===== config.mk =====
export PLATFORM = sky130hd
export DESIGN_NAME = uart_rx_framed
export DESIGN_NICKNAME = d
export VERILOG_FILES = /design/src/rtl/uart_pkg.sv /design/src/rtl/uart_sync.sv /design/src/rtl/uart_rx_framed.sv
export SDC_FILE = /design/constraint.sdc
export NUM_CORES = 1
export LEC_CHECK = 0
export CAP_MARGIN = 20
export CORE_MARGIN = 4
export CORE_UTILIZATION = 59
export DETAILED_ROUTE_END_ITERATION = 7
export GPL_TIMING_DRIVEN = 0
export PLACE_DENSITY = 0.87
export SETUP_SLACK_MARGIN = 0.4
export SLEW_MARGIN = 30
export SYNTH_ARGS = -nofsm -noshare
export SYNTH_HDL_FRONTEND = slang
export SYNTH_HIERARCHICAL = 1
export SYNTH_SLANG_ARGS = --single-unit

===== constraint.sdc =====
create_clock -name clk -period 5 [get_ports clk]
set_input_delay 1.5 -clock clk [delete_from_list [all_inputs] [get_ports clk]]
set_output_delay 1.5 -clock clk [all_outputs]
set_load 0.01 [all_outputs]

===== src/rtl/uart_pkg.sv =====
// ---------------------------------------------------------------------------
// uart_pkg
// Shared definitions for the UART receive path: receiver FSM state encoding,
// parity-mode constants and the parity helper used by the receiver.
// ---------------------------------------------------------------------------
package uart_pkg;

  typedef enum logic [2:0] {
    IDLE   = 3'd0,
    START  = 3'd1,
    DATA   = 3'd2,
    PARITY = 3'd3,
    STOP   = 3'd4,
    BREAK  = 3'd5
  } rx_state_t;

  localparam int PARITY_NONE = 0;
  localparam int PARITY_EVEN = 1;
  localparam int PARITY_ODD  = 2;

  // Widest word the receiver supports; narrower words are zero-extended
  // before being handed to word_parity().
  localparam int MAX_DATA_BITS = 9;

  // XOR reduction of a (zero-extended) data word: 1 when the word holds an
  // odd number of ones.
  function automatic logic word_parity(input logic [MAX_DATA_BITS-1:0] word);
    return ^word;
  endfunction

endpackage


===== src/rtl/uart_sync.sv =====
// ---------------------------------------------------------------------------
// uart_sync
// Two-flop synchronizer for a single asynchronous input.
// Ports:
//   clk  - sampling clock
//   rst  - synchronous active-high reset, loads RESET_VAL into both flops
//   d    - asynchronous input
//   q    - synchronized output (two clocks of latency)
// ---------------------------------------------------------------------------
module uart_sync #(
  parameter logic RESET_VAL = 1'b1
) (
  input  logic clk,
  input  logic rst,
  input  logic d,
  output logic q
);

  logic meta;

  // Two-stage capture of the asynchronous input.
  always_ff @(posedge clk) begin
    if (rst) begin
      meta <= RESET_VAL;
      q    <= RESET_VAL;
    end else begin
      meta <= d;
      q    <= meta;
    end
  end

endmodule


===== src/rtl/uart_rx_framed.sv =====
// ---------------------------------------------------------------------------
// uart_rx_framed
// UART receiver with configurable data width, optional even/odd parity,
// 1 or 2 stop bits, start-glitch filtering, framing/parity error flags,
// a ready/valid output register with overrun detection and a running sum
// of error-free words.
// Parameters:
//   cycles_per_bit (>=2), data_bits (5..9), parity_mode (0 none/1 even/2 odd),
//   stop_bits (1 or 2)
// Ports:
//   clk, rst        - clock and synchronous active-high reset
//   i_serial        - asynchronous serial line, idle high
//   o_data          - received word (LSB first on the wire)
//   o_valid/i_ready - output handshake
//   o_parity_err    - parity mismatch for the held word
//   o_frame_err     - a stop bit sampled low for the held word
//   o_overrun       - frames dropped since the last handshake
//   o_sum           - running sum of error-free words loaded
// ---------------------------------------------------------------------------
module uart_rx_framed
  import uart_pkg::*;
#(
  parameter int cycles_per_bit = 4,
  parameter int data_bits      = 8,
  parameter int parity_mode    = 0,
  parameter int stop_bits      = 1
) (
  input  logic                 clk,
  input  logic                 rst,
  input  logic                 i_serial,
  output logic [data_bits-1:0] o_data,
  output logic                 o_valid,
  input  logic                 i_ready,
  output logic                 o_parity_err,
  output logic                 o_frame_err,
  output logic                 o_overrun,
  output logic [31:0]          o_sum
);

  localparam int CNT_W = $clog2(cycles_per_bit);
  localparam int IDX_W = $clog2(data_bits + 1);
  localparam int HALF  = cycles_per_bit / 2;

  localparam logic [CNT_W-1:0] CNT_ZERO = {CNT_W{1'b0}};
  localparam logic [CNT_W-1:0] CNT_ONE  = CNT_W'(1);
  localparam logic [CNT_W-1:0] CNT_HALF = CNT_W'(HALF - 1);
  localparam logic [CNT_W-1:0] CNT_FULL = CNT_W'(cycles_per_bit - 1);
  localparam logic [IDX_W-1:0] IDX_ZERO = {IDX_W{1'b0}};
  localparam logic [IDX_W-1:0] IDX_ONE  = IDX_W'(1);
  localparam logic [IDX_W-1:0] IDX_LAST = IDX_W'(data_bits - 1);
  localparam logic             STOP_LAST  = 1'(stop_bits - 1);
  localparam logic             HAS_PARITY = (parity_mode != PARITY_NONE);
  localparam logic             ODD_SENSE  = (parity_mode == PARITY_ODD);

  logic                 line;
  rx_state_t            state, state_nxt;
  logic [CNT_W-1:0]     cnt, cnt_nxt;
  logic [IDX_W-1:0]     idx, idx_nxt;
  logic [data_bits-1:0] shreg, shreg_nxt;
  logic                 perr, perr_nxt;
  logic                 ferr, ferr_nxt;
  logic                 stop_idx, stop_idx_nxt;
  logic                 tick;
  logic                 done;
  logic                 handshake;

  uart_sync #(.RESET_VAL(1'b1)) u_sync (
    .clk (clk),
    .rst (rst),
    .d   (i_serial),
    .q   (line)
  );

  assign tick      = (cnt == CNT_ZERO);
  assign handshake = o_valid & i_ready;

  // FSM state register.
  always_ff @(posedge clk) begin
    if (rst) begin
      state <= IDLE;
    end else begin
      state <= state_nxt;
    end
  end

  // Next-state and frame datapath decode; done pulses on the final stop sample.
  always_comb begin
    state_nxt    = state;
    cnt_nxt      = cnt;
    idx_nxt      = idx;
    shreg_nxt    = shreg;
    perr_nxt     = perr;
    ferr_nxt     = ferr;
    stop_idx_nxt = stop_idx;
    done         = 1'b0;
    case (state)
      IDLE: begin
        if (line == 1'b0) begin
          state_nxt = START;
          cnt_nxt   = CNT_HALF;
        end else begin
          cnt_nxt   = CNT_ZERO;
        end
      end
      START: begin
        if (tick) begin
          // A line back high at mid-start is treated as a glitch.
          if (line) begin
            state_nxt = IDLE;
          end else begin
            state_nxt = DATA;
            cnt_nxt   = CNT_FULL;
            idx_nxt   = IDX_ZERO;
            perr_nxt  = 1'b0;
            ferr_nxt  = 1'b0;
          end
        end else begin
          cnt_nxt = cnt - CNT_ONE;
        end
      end
      DATA: begin
        if (tick) begin
          // Right-shift insertion: first bit received lands in bit 0.
          shreg_nxt = {line, shreg[data_bits-1:1]};
          idx_nxt   = idx + IDX_ONE;
          cnt_nxt   = CNT_FULL;
          if (idx == IDX_LAST) begin
            stop_idx_nxt = 1'b0;
            if (HAS_PARITY) begin
              state_nxt = PARITY;
            end else begin
              state_nxt = STOP;
            end
          end else begin
            state_nxt = DATA;
          end
        end else begin
          cnt_nxt = cnt - CNT_ONE;
        end
      end
      PARITY: begin
        if (tick) begin
          perr_nxt     = word_parity(MAX_DATA_BITS'(shreg)) ^ line ^ ODD_SENSE;
          cnt_nxt      = CNT_FULL;
          stop_idx_nxt = 1'b0;
          state_nxt    = STOP;
        end else begin
          cnt_nxt = cnt - CNT_ONE;
        end
      end
      STOP: begin
        if (tick) begin
          ferr_nxt = ferr | ~line;
          if (stop_idx == STOP_LAST) begin
            done    = 1'b1;
            cnt_nxt = CNT_ZERO;
            // A low final stop sample means a framing error with the line
            // still low: wait out the break before hunting for a start.
            if (line == 1'b0) begin
              state_nxt = BREAK;
            end else begin
              state_nxt = IDLE;
            end
          end else begin
            stop_idx_nxt = 1'b1;
            cnt_nxt      = CNT_FULL;
          end
        end else begin
          cnt_nxt = cnt - CNT_ONE;
        end
      end
      BREAK: begin
        if (line) begin
          state_nxt = IDLE;
        end else begin
          state_nxt = BREAK;
        end
      end
      default: begin
        state_nxt = IDLE;
        cnt_nxt   = CNT_ZERO;
      end
    endcase
  end

  // Frame datapath registers.
  always_ff @(posedge clk) begin
    if (rst) begin
      cnt      <= CNT_ZERO;
      idx      <= IDX_ZERO;
      shreg    <= {data_bits{1'b0}};
      perr     <= 1'b0;
      ferr     <= 1'b0;
      stop_idx <= 1'b0;
    end else begin
      cnt      <= cnt_nxt;
      idx      <= idx_nxt;
      shreg    <= shreg_nxt;
      perr     <= perr_nxt;
      ferr     <= ferr_nxt;
      stop_idx <= stop_idx_nxt;
    end
  end

  // Output register: load on completion when free (or freed this cycle),
  // otherwise drop the frame and flag overrun.
  always_ff @(posedge clk) begin
    if (rst) begin
      o_data       <= {data_bits{1'b0}};
      o_valid      <= 1'b0;
      o_parity_err <= 1'b0;
      o_frame_err  <= 1'b0;
      o_overrun    <= 1'b0;
      o_sum        <= 32'd0;
    end else if (done && (!o_valid || handshake)) begin
      o_data       <= shreg;
      o_valid      <= 1'b1;
      o_parity_err <= perr;
      o_frame_err  <= ferr_nxt;
      o_overrun    <= 1'b0;
      if (!perr && !ferr_nxt) begin
        o_sum <= o_sum + 32'(shreg);
      end else begin
        o_sum <= o_sum;
      end
    end else if (done) begin
      o_overrun <= 1'b1;
    end else if (handshake) begin
      o_valid   <= 1'b0;
      o_overrun <= 1'b0;
    end else begin
      o_valid <= o_valid;
    end
  end

endmodule


==> results_dict.tcl <==
set metrics [dict create \
    status "completed" \
    cts_buffer_depth 2 \
    areaGrowthSynthToFinish_pct 23.5 \
    die-area_um2 6920 \
    fmax_mhz 296 \
    hp-start "u_sync/meta" \
    yosys_warnings 6 \
    hpwl_um 5670 \
    maxSlewHeadroom_pct 37.6 \
    cp-start-kind "input pin" \
    final_common_cell "dfxtp_1" \
    grt_antenna_before_repair 0 \
    layout-drive-gt1-share_pct 5.54 \
    final_util_pct 74.8 \
    row_count 27 \
    clk_pin_slew_ns 0.07 \
    ant_nets 0 \
    synthCells 388 \
    crit_path_top_delay_cell "a2111oi_0" \
    htree_levels 3 \
    cp-startpoint "i_ready" \
    cts_hold_repair.buffers 0 \
    critPathMaxStageDelay_ns 0.57 \
    place_congestion 0.909 \
    regArea_um2 1300 \
    hold_ws_ns 0.435 \
    fp.dieH_um 83.2 \
    required_ns 5.22 \
    r2r_end "o_sum[31]" \
    numPortBuffers 47 \
    p_per_area_nw_per_um2 258 \
    multi_input_area_um2 1900 \
    layout.nets 463 \
    clock_sinks 65 \
    drcViolationCount 0 \
    syn_nets 405 \
    cts-root-buf "clkbuf_8" \
    rsz0062_at_grt "false" \
    nFillCells 376 \
    dr.pass1.iters 5 \
    die_x_um 83.2 \
    finalMaxSlewViolations 0 \
    path_cells "clkdlybuf4s50_1, nor2b_1, a2111oi_4, nand2_4, buf_6, a2111oi_0, o21ai_0" \
    grt_max_degree 11 \
    dp.cells 507 \
    crit_fanout 10 \
    io_pins 48 \
    ctsResizeCount 0 \
    max_cap_viol_count 0 \
    start_util_pct 60.5 \
    core-area_um2 5510 \
    setup_violations 0 \
    gr-usage-all-layers_pct 24.6 \
    worstPathArrival_ns 3.60 \
    ys_types 50 \
    irDropWorstVdd_uv 169 \
    setup_tns_ns 0 \
    finalWorstPathRequiredPeriod_ns 3.38 \
    viasPerCell 5.89 \
    worst_setup_path_end_kind "register" \
    wire_per_inst_um 15.9 \
    avgSynthCellArea_um2 8.59 \
    grt_pass1_wl_um 13900 \
    grt.overflow.total 0 \
    holdCritPathClass "reg2reg" \
    cts_setup_buffers 0 \
    r2r_cells 9 \
    vias 3078 \
    grt_pass1_vias 2910 \
    drtIter0Drc 218 \
    drt-total-wl_um 8330 \
    r2r-start "cnt[0]" \
    period_share_pct 67.6 \
    cts_made_buffers 9 \
    clock_latency_ns 0.35 \
    synth_area_um2 3330 \
    p_leak_nw 1.50 \
    cts_tree "done" \
    antenna_cells 0 \
    mostFrequentLayoutCells "65 x dfxtp_1, 50 x nor2_1, 47 x clkdlybuf4s50_1" \
    timing_worst_setup_path_type "in2reg" \
    tightest_slew_ns 0.926 \
    hold_viol 0 \
    synth-seq-area-share_pct 39.0 \
    fin_cells 523 \
    reg2reg_setup_slack_ns 1.85 \
    fin_skew_ns 0.00864 \
    ys_ff_latch 65 \
    endpoint "o_sum[31]" \
]
worst max-delay path: cells and delay by family:
| family | cells | cell delay [ns] |
|---|---|---|
| compound gates | 3 | 1.12 |
| buf+inv | 2 | 0.73 |
| simple gates | 2 | 0.26 |
cells by family (layout without fill, tap and decap cells):
kind of cell	Yosys count	in the layout	synth area share, %
compound gates	83	83	17.1
xor+xnor	29	29	7.62
fa+ha+maj	13	13	5.11
buf+inv	31	94	3.94
flops	65	65	39.0
mux	15	15	4.65
simple gates	152	152	22.5
metrics by stage:
stage | setup WS [ns] | instance area, um^2 | power, mW
CTS | 1.63 | 4120 | 1.06
detailed placement | 1.28 | 3890 | 0.569
global placement | 1.28 | 3890 | 0.567
global route | 1.38 | 4120 | 1.09
finish | 1.62 | 4120 | 1.06
floorplan | 2.08 | 3330 | 0.557
power breakdown:
part           internal [mW]  total, mW  switching, mW
Combinational         0.0119     0.0363         0.0244
Clock                  0.309      0.506          0.197
Sequential             0.520      0.521        0.00150
metal layers:
layer | wire length (um) | global-route usage [%] | part of all wire, % | up-vias
li1 | - | - | - | 1500
met1 | 3660 | 31.2 | 44 | 1443
met2 | 4000 | 39.9 | 48 | 113
met3 | 456 | 5.36 | 5.5 | 22
met4 | 215 | 11.0 | 2.6 | 0
met5 | 0 | 0 | 0 | -
state kept, by name, indices dropped and copies added (netlist names), 2 cells and up:
register / count
cnt: 2
idx: 4
o_data: 8
o_sum: 32
shreg: 8
state: 3
Yosys cell counts, drive strengths merged:
cell type,count,share of area [%]
nand4,8,1.5
mux2i,14,4.2
nand3b,2,0.45
and4,2,0.53
inv,10,1.1
nor4b,1,0.26
a2111oi,9,3.7
clkbuf,16,1.8
a31o,2,0.53
nand3,12,2.0
nor4bb,1,0.30
dfxtp,65,39
xor2,3,0.79
or3,1,0.19
o211a,1,0.30
a31oi,3,0.56
a221o,1,0.30
fa,1,0.60
nor4,5,1.4
o32a,1,0.30
or4b,1,0.41
a21oi,32,4.8
a211oi,10,2.3
a21o,5,1.1
xnor2,26,6.8
mux2,1,0.45
nand2b,3,0.56
nand4bb,1,0.34
buf,4,0.90
or2,2,0.38
nand2,40,4.7
nor3,11,1.7
o21bai,2,0.45
ha,12,4.5
o21a,1,0.23
and3,7,1.3
nor2b,4,0.75
clkinv,1,0.11
a221oi,1,0.26
nor2,50,5.6
o21ai,14,2.1
and2,1,0.19
a22oi,1,0.23
final cells by class:
class	count	share of cell area [%]
Sequential cell	65	31.6
Clock inverter	2	1.46
Timing Repair Buffer	47	11.4
Inverter	11	1.00
Clock buffer	14	3.95
Tap cell	72	2.19
Buffer	20	2.19
Multi-Input combinational cell	292	46.2
worst min-delay path by stage:
| stage | slack, ns | cells past startpoint | endpoint |
|---|---|---|---|
| floorplan | 0.39 | 1 | u_sync/q |
| global placement | 0.40 | 1 | u_sync/q |
| detailed placement | 0.41 | 1 | u_sync/q |
| CTS | 0.43 | 1 | u_sync/q |
| global route | 0.44 | 1 | u_sync/q |
| finish | 0.44 | 1 | u_sync/q |
No activity file was read; power rests on OpenSTA's default activity.
